**config.mk**
```make
export PLATFORM = sky130hd
export DESIGN_NAME = uart_tx_mmio
export DESIGN_NICKNAME = d
export VERILOG_FILES = /design/src/rtl/uart_tx_mmio.sv
export SDC_FILE = /design/constraint.sdc
export NUM_CORES = 1
export LEC_CHECK = 0
export ABC_AREA = 1
export BUFFER_PORTS_ARGS = -buffer_cell sky130_fd_sc_hd__buf_2
export CORE_MARGIN = 2
export CORE_UTILIZATION = 45
export CTS_CLUSTER_SIZE = 12
export DETAILED_ROUTE_END_ITERATION = 7
export PLACE_DENSITY = 0.69
export SKIP_LAST_GASP = 1
export SLEW_MARGIN = 20
export SYNTH_ARGS = -nofsm -noshare
export SYNTH_HDL_FRONTEND = slang
export SYNTH_SLANG_ARGS = --single-unit
```
**constraint.sdc**
```tcl
create_clock -name clk -period 2.3 [get_ports clk]
set_input_delay 0.23 -clock clk [delete_from_list [all_inputs] [get_ports clk]]
set_output_delay 0.23 -clock clk [all_outputs]
set_load 0.02 [all_outputs]
```
**src/rtl/uart_tx_mmio.sv**
```systemverilog
// Memory-mapped 8N1 UART transmitter snooping the store bus, with a TX FIFO and a STATUS word.
// Define UART_PARITY_EN to insert an even-parity bit between the data bits and the stop bit.
module uart_tx_mmio #(
    parameter int unsigned CLK_DIV    = 868,
    parameter int unsigned FIFO_DEPTH = 16,
    parameter logic [31:0] BASE_ADDR  = 32'h1000_0000
) (
    input  logic        clk,
    input  logic        rst,
    input  logic [31:0] ram_waddr,
    input  logic [31:0] ram_wdata,
    input  logic        ram_wreg,
    input  logic [31:0] raddr,
    output logic [31:0] rdata_o,
    output logic        sel_o,
    output logic        tx,
    output logic        busy
);

    localparam int PW = (FIFO_DEPTH > 1) ? $clog2(FIFO_DEPTH) : 1;
    localparam int CW = PW + 1;
    localparam int BW = $clog2(CLK_DIV);
    localparam logic [BW-1:0] BAUD_LOAD = BW'(CLK_DIV - 1);
    localparam logic [CW-1:0] DEPTH_C   = CW'(FIFO_DEPTH);
    localparam logic [29:0]   TXD_WORD  = BASE_ADDR[31:2];
    localparam logic [29:0]   STAT_WORD = BASE_ADDR[31:2] + 30'd1;

`ifdef UART_PARITY_EN
    typedef enum logic [2:0] {S_IDLE, S_START, S_DATA, S_PARITY, S_STOP} state_t;
`else
    typedef enum logic [1:0] {S_IDLE, S_START, S_DATA, S_STOP} state_t;
`endif

    state_t          state;
    logic [BW-1:0]   baud;
    logic [2:0]      bit_idx;
    logic [7:0]      shreg;
    logic [7:0]      fifo_mem [2**PW];
    logic [PW-1:0]   wr_ptr;
    logic [PW-1:0]   rd_ptr;
    logic [CW-1:0]   count;
    logic            ovf;
    logic            full;
    logic            empty;
    logic            baud_done;
    logic            push_req;
    logic            push;
    logic            pop;
    logic            ovf_clr;
    logic            sel_txd;
    logic            sel_stat;
    logic [31:0]     status;
`ifdef UART_PARITY_EN
    logic            parity;
`endif

    assign full      = (count == DEPTH_C);
    assign empty     = (count == '0);
    assign baud_done = (baud == '0);
    assign push_req  = ram_wreg && (ram_waddr[31:2] == TXD_WORD);
    assign push      = push_req && !full;
    assign ovf_clr   = ram_wreg && (ram_waddr[31:2] == STAT_WORD) && ram_wdata[0];
    // The FSM pops when leaving IDLE or when a STOP period ends with data waiting
    assign pop       = !empty && ((state == S_IDLE) || ((state == S_STOP) && baud_done));
    assign busy      = (state != S_IDLE) || !empty;

    assign sel_txd  = (raddr[31:2] == TXD_WORD);
    assign sel_stat = (raddr[31:2] == STAT_WORD);
    assign sel_o    = sel_txd || sel_stat;
    assign status   = {23'd0, 5'(count), ovf, (state != S_IDLE), empty, full};
    assign rdata_o  = sel_stat ? status : 32'd0;

    logic unused_bits;
    assign unused_bits = ^{ram_wdata[31:8], ram_waddr[1:0], raddr[1:0]};

    always_ff @(posedge clk) begin
        if (rst) begin
            wr_ptr <= '0;
            rd_ptr <= '0;
            count  <= '0;
            ovf    <= 1'b0;
        end else begin
            if (push) wr_ptr <= wr_ptr + 1'b1;
            if (pop)  rd_ptr <= rd_ptr + 1'b1;
            case ({push, pop})
                2'b10:   count <= count + 1'b1;
                2'b01:   count <= count - 1'b1;
                default: count <= count;
            endcase
            if (push_req && full) ovf <= 1'b1;
            else if (ovf_clr)     ovf <= 1'b0;
        end
    end

    always_ff @(posedge clk) begin
        if (push) fifo_mem[wr_ptr] <= ram_wdata[7:0];
    end

    // Shift register holds the byte in flight; tx always presents shreg[0] of the current bit
    always_ff @(posedge clk) begin
        if (pop) begin
            shreg <= fifo_mem[rd_ptr];
`ifdef UART_PARITY_EN
            parity <= ^fifo_mem[rd_ptr];
`endif
        end else if ((state == S_DATA) && baud_done && (bit_idx != 3'd7)) begin
            shreg <= shreg >> 1;
        end
    end

    always_ff @(posedge clk) begin
        if (rst) begin
            state   <= S_IDLE;
            tx      <= 1'b1;
            baud    <= '0;
            bit_idx <= '0;
        end else begin
            case (state)
                S_IDLE: begin
                    if (pop) begin
                        tx    <= 1'b0;
                        baud  <= BAUD_LOAD;
                        state <= S_START;
                    end
                end
                S_START: begin
                    if (baud_done) begin
                        tx      <= shreg[0];
                        bit_idx <= 3'd0;
                        baud    <= BAUD_LOAD;
                        state   <= S_DATA;
                    end else begin
                        baud <= baud - 1'b1;
                    end
                end
                S_DATA: begin
                    if (baud_done) begin
                        baud <= BAUD_LOAD;
                        if (bit_idx == 3'd7) begin
`ifdef UART_PARITY_EN
                            tx    <= parity;
                            state <= S_PARITY;
`else
                            tx    <= 1'b1;
                            state <= S_STOP;
`endif
                        end else begin
                            tx      <= shreg[1];
                            bit_idx <= bit_idx + 3'd1;
                        end
                    end else begin
                        baud <= baud - 1'b1;
                    end
                end
`ifdef UART_PARITY_EN
                S_PARITY: begin
                    if (baud_done) begin
                        tx    <= 1'b1;
                        baud  <= BAUD_LOAD;
                        state <= S_STOP;
                    end else begin
                        baud <= baud - 1'b1;
                    end
                end
`endif
                S_STOP: begin
                    if (baud_done) begin
                        if (pop) begin
                            tx    <= 1'b0;
                            baud  <= BAUD_LOAD;
                            state <= S_START;
                        end else begin
                            state <= S_IDLE;
                        end
                    end else begin
                        baud <= baud - 1'b1;
                    end
                end
                default: state <= S_IDLE;
            endcase
        end
    end

endmodule

```
# == Yosys cells after proc, flatten, opt, wreduce, memory -nomap -nowiden ==
# Memory sizes are Yosys's and may differ from the RTL's. A register that Yosys moved wholly into a read port is not among the register bits.
# Cells that the tools add are included.
# classes
n_reduce_logical,26
eq_ne,18
muxes,31
n_addsub,6
# op_table
op,count
$eq 30x27->1 const B,4
$mux 10,3
$pmux 10 s3,1
$mux 8,2
$logic_not 10->1,1
$mux 1,10
$mux 2,5
$ne 2x2->1 const B,5
$pmux 5 s2,1
$reduce_bool 2->1,5
$sub 10x1->10 const B,1
$logic_and 1x1->1,9
$mux 3,3
$mux 9,1
$add 4x1->4 const B,2
$mux 4,2
$pmux 2 s4,1
$eq 2x2->1 const B,3
$pmux 3 s2,1
$add 5x1->5 const B,1
$eq 5x5->1 const B,1
$logic_not 5->1,1
$reduce_and 5->1,1
$sub 5x1->5 const B,1
12 further kinds,16
# word_totals
word_cells,91
in_bits,99
n_memories,1
ff_bits,38
ram_bits,128
output_inout_bits,35
# mem_list
name,depth,word_bits,read_ports,rd_ports_with_merged_regs,write_ports,line_no,source
fifo_mem,16,8,1,1,1,38,logic [7:0] fifo_mem [2**PW];

# == Logic depth before layout (Yosys ltp) ==
# logic_depth
word_depth,7
mapped_depth,18

# == Worst setup path before layout ==
# Ideal clock, no wire load.
# synth_timing
path_kind,register to register
start,register baud[0]
end,register count[4]
path_buffers,1
period_less_slack_ns,2.424
arrival_ns,2.292
stages_incl_launch_ff,19
required_ns,2.168
path_slack_ns,-0.124
setup_ns,0.132
cell_sequence,dfxtp_1 clkinv_1 ha_1 inv_1 nor2_1 nand3_1 nand2_2 nand2_2 inv_2 buf_6 ha_1 xor2_1 ha_1 a21o_1 nand3_1 nand2_1 xor2_1 nand2_1 a21oi_1
# synth_between
elab_chain_len,6
word_cells_on_any_way,8
# synth_lines
item,line_no,source
"start, declared",35,logic [BW-1:0] baud;
"start signal, assigned",133,baud <= baud - 1'b1;
"start signal, assigned",152,baud <= baud - 1'b1;
"start signal, assigned",176,baud <= baud - 1'b1;
$logic_not 10->1 (*),59,assign baud_done = (baud == '0);
$logic_and 1x1->1 (*),64,assign pop = !empty && ((state == S_IDLE) || ((state == S_STOP) && baud_done));
$logic_or 1x1->1 (*),64,
$logic_and 1x1->1 (*),64,
via pop,48,logic pop;
$eq 2x1->1 or $eq 2x2->1 (tied branches),85,"case ({push, pop})"
$pmux 5 s2 or $reduce_bool 2->1 (tied branches),--,
"end signal, assigned",86,2'b10: count <= count + 1'b1;
"end signal, assigned",87,2'b01: count <= count - 1'b1;
"end signal, assigned",88,default: count <= count;
"end, declared",41,logic [CW-1:0] count;
# Mark *: on every way through the listed nets, which the timed path passes. The rest lies on a longest branch.
# A chain may end at the register's enable or synchronous reset.

# == Final worst setup path ==
# layout_timing
start,register state[0]
end,register count[4]
# layout_between
elab_chain_len,6
word_cells_on_any_way,9
# layout_lines
item,line_no,source
"start, declared",34,state_t state;
"start signal, assigned",113,state <= S_IDLE;
"start signal, assigned",123,state <= S_START;
"start signal, assigned",131,state <= S_DATA;
$eq 2x2->1,64,
$logic_and 1x1->1,64,
$logic_or 1x1->1 (*),64,
$logic_and 1x1->1 (*),64,
$eq 2x1->1 or $eq 2x2->1 (tied branches),85,
$pmux 5 s2 or $reduce_bool 2->1 (tied branches),--,
# Every way passes the cells marked *; elsewhere a longest branch is shown, timed or not.

==> summary.md <==
| Metric | Value |
|---|---|
| TritonRoute pass-1 iters | 5 |
| Slowest stage delay, CP | 0.37 ns |
| Yosys warnings | 0 |
| Startpoint Class | flip-flop |
| Clk_lat worst skew | 0.43 ns |
| Post-synth EDFFs | 136 |
| Die width | 136.7 um |
| Logic pwr share | 35.9% |
| Pwr/cell area | 1099 mW/mm^2 |
| Clock Path Buffers | 2 |
| Slowest CP cell | dfxtp_2 |
| Routability cong. | 0.8482 |
| Clock transition at path regs | 0.06 ns |
| Status | complete, no violations |
| CTS Buf Count | 17 |
| Clock Skew | 0.01081 ns |
| CP required | 2.65 ns |
| Max Freq | 0.4446 GHz |
| Final Setup Violations | 0 |
| Clk network pwr share | 27.4% |
| Synth Area in Compound Gates | 11.01% |
| Largest family of logic cells by synthesized area | simple AND/OR/NAND/NOR gates |
| Commonest non-fill, non-tap cells in the layout | 171 x nor2_1, 136 x edfxtp_1, 97 x nand2_1 |
| Hold_buf cts | 0 |
| Multiplexer share of the synthesized area | 0% |
| Vias/cell | 5.078 |
| Critical Path End Type | flip-flop |
| Ys async rst share | 0% |
| Syn Area/Cell | 9.770 um^2 |
| IO Count | 134 |
| Final layout net count | 1038 |
| Total Power | 10290 uW |
| Root buf cell | clkbuf_16 |
| Period utilization | 97.78% |
| Post-synthesis simple-gate area fraction | 18.24% |
| Sw frac | 36.10% |
| Max cap viols | 0 |
| Synth Flop Type | edfxtp_1 |
| Total GRT Usage | 19.02% |
| CTS tree | done |
| DR vias | 5885 |
| Final Hold Fails | 0 |
| Global-route wire length before repair | 27050 um |
| Flops & latches, synth | 170 |
| Sequential power share | 36.7% |
| Setup ws final | 0.05101 ns |
| Clock sinks | 170 |
| Worst hold path class | in -> reg |
| Switching power | 3716 uW |
| CP arrival | 2.60 ns |
| Core Area | 0.01724 mm^2 |
| Setup WS pre-CTS | 0.07922 ns |
| WL final | 16820 um |
| N_diodes | 0 |
| Synth area leader | edfxtp_1 |
| Max_slew headroom | 62.83% |
| Cell Rows | 48 |
| Initial Util | 45.97% |
| Htree depth | 4 |
| Mapped Cells | 811 |
| Gr ovfl total | 0 |
| WS Path Type | reg -> reg |
| Top cell type's share of synthesized area | 51.54% |
| Port buffer count | 82 |
| Distinct cells, synth | 34 |
| Final HPWL DP | 11130 um |
| CP bufs+invs | 3 |
| Share of cells above drive strength 1 | 20.02% |
| Area share of fa/ha/maj cells after synthesis | 2.842% |
| Internal power | 6578 uW |
| Die ar. | 0.01869 mm^2 |
| Remaining DRCs | 0 |
| Slew Limit Fails | 0 |
| DP Area | 0.008738 mm^2 |
| P_leak | 0.003655 uW |
| Area Growth Syn to Fin | 18.25% |
| Largest net degree at the start of global routing | 65 |
| Commonest non-fill, non-tap cell in the layout | nor2_1 |
| Synthesized area | 0.007924 mm^2 |
| Seq/Total Area, Yosys | 60.13% |
| Final min period | 2.249 ns |
| RSZ-0062 raised after global routing | yes |
| Post-route ant nets | 0 |
| Xor/xnor share of the synthesized area | 1.105% |
| Worst Tran Pin Value | 0.5569 ns |
| CP cell instances | inv_1 -> ha_1 -> inv_1 -> nand2_2 -> nand2_2 -> inv_2 -> ha_4 -> xor2_2 -> ha_1 -> a21o_1 -> nand3_1 -> nand2_1 -> xor2_1 -> nand2_1 -> a21oi_1 |
| CP max FO | 5 |
| Die height | 136.7 um |
| Vias in the first global route | 5465 |
| DR iter-0 viols | 441 |
| Initial antenna violation count | 0 |
| Fin area | 0.009370 mm^2 |
| WL/cell | 14.51 um |
| Final hold slack | 0.1083 ns |
| Maximum vdd ir drop | 0.5341 mV |
| CP top delay family | adder cells |
| Dominant cells by area after synthesis | edfxtp_1 52%, dfxtp_1 8.6%, nor2_1 8.2%, o21ai_0 5.4%, nand2_1 4.6% |
==> synth_stat cells (all sizes together) (7+ instances only) <==
cell / n
o21ai: 93
a21oi: 30
ha: 18
edfxtp: 136
xor2: 9
dfxtp: 34
o211ai: 29
inv: 50
nand3: 47
nand2: 105
clkbuf: 15
buf: 40
nor2: 180
nor3: 7
==> tightest hold or removal path: cells and delay by family <==
family          cells  cell delay [ns]
buf+inv             1             0.11
simple gates        1             0.08
compound gates      1             0.06
==> through the flow <==
stage	util (%)	setup TNS, ns	cells
finish	54.36	0	1159
global route	54.36	-0.1134	1159
CTS	54.12	0	1158
detailed placement	50.70	0	1126
global placement	50.70	0	1126
floorplan	-	0	833
==> kinds of logic (layout without fill, tap and decap cells) <==
family / after synthesis / count (layout)
simple gates: 350 / 350
flops: 170 / 170
compound gates: 156 / 156
fa+ha+maj: 18 / 18
buf+inv: 106 / 207
other cells: 1 / 23
xor+xnor: 10 / 10
==> worst paths after layout <==
path / to / cells past startpoint / slack [ns] / from
max: count[4]$_SDFFE_PP0P_ / 15 / 0.05 / state[0]$_SDFFE_PP0P_
min: wr_ptr[3]$_SDFFE_PP0P_ / 3 / 0.11 / ram_wreg
max reg2reg: count[4]$_SDFFE_PP0P_ / 15 / 0.05 / state[0]$_SDFFE_PP0P_
min reg2reg: tx$_SDFFE_PP1P_ / 2 / 0.46 / tx$_SDFFE_PP1P_
==> registers in the layout, indices dropped and copies added (netlist names), 2 cells and up, named ones only <==
signal	count
baud	10
bit_idx	3
count	5
fifo_mem	128
rd_ptr	4
shreg	8
state	2
wr_ptr	4
==> cell type report <==
type                       count  area [um^2]
clock buffer                  18        429.2
clock inverter                14        161.4
fill                        1475         7866
inverter                      51        192.7
multi-input combinational    557         2754
sequential                   170         4772
tap                          225        281.5
timing repair buffer         124        779.5
==> what timing repair did <==
action / in CTS / in global routing
hold endpoints to repair: 0 / 0
resized for setup: 0 / 14
setup buffers: 0 / 1
setup endpoints to repair: 0 / 2
==> power groups by stage <==
stage | Sequential, uW | Combinational, uW | Clock (uW)
CTS | 3760 | 3640 | 2860
detailed placement | 3820 | 3600 | 0
finish | 3780 | 3700 | 2820
floorplan | 3820 | 2610 | 0
global placement | 3810 | 3540 | 0
global route | 3800 | 4200 | 3010
==> metal layers <==
metal	wire [um]	up-vias	share of wire [%]	global-route usage (%)
met1	7515	2743	45	25.12
li1	-	2953	-	-
met2	8214	178	49	31.89
met4	189	0	1.1	6.076
met3	896	11	5.3	3.407
met5	0	-	0	0
Note: power is estimated with default switching activity, not from simulation.
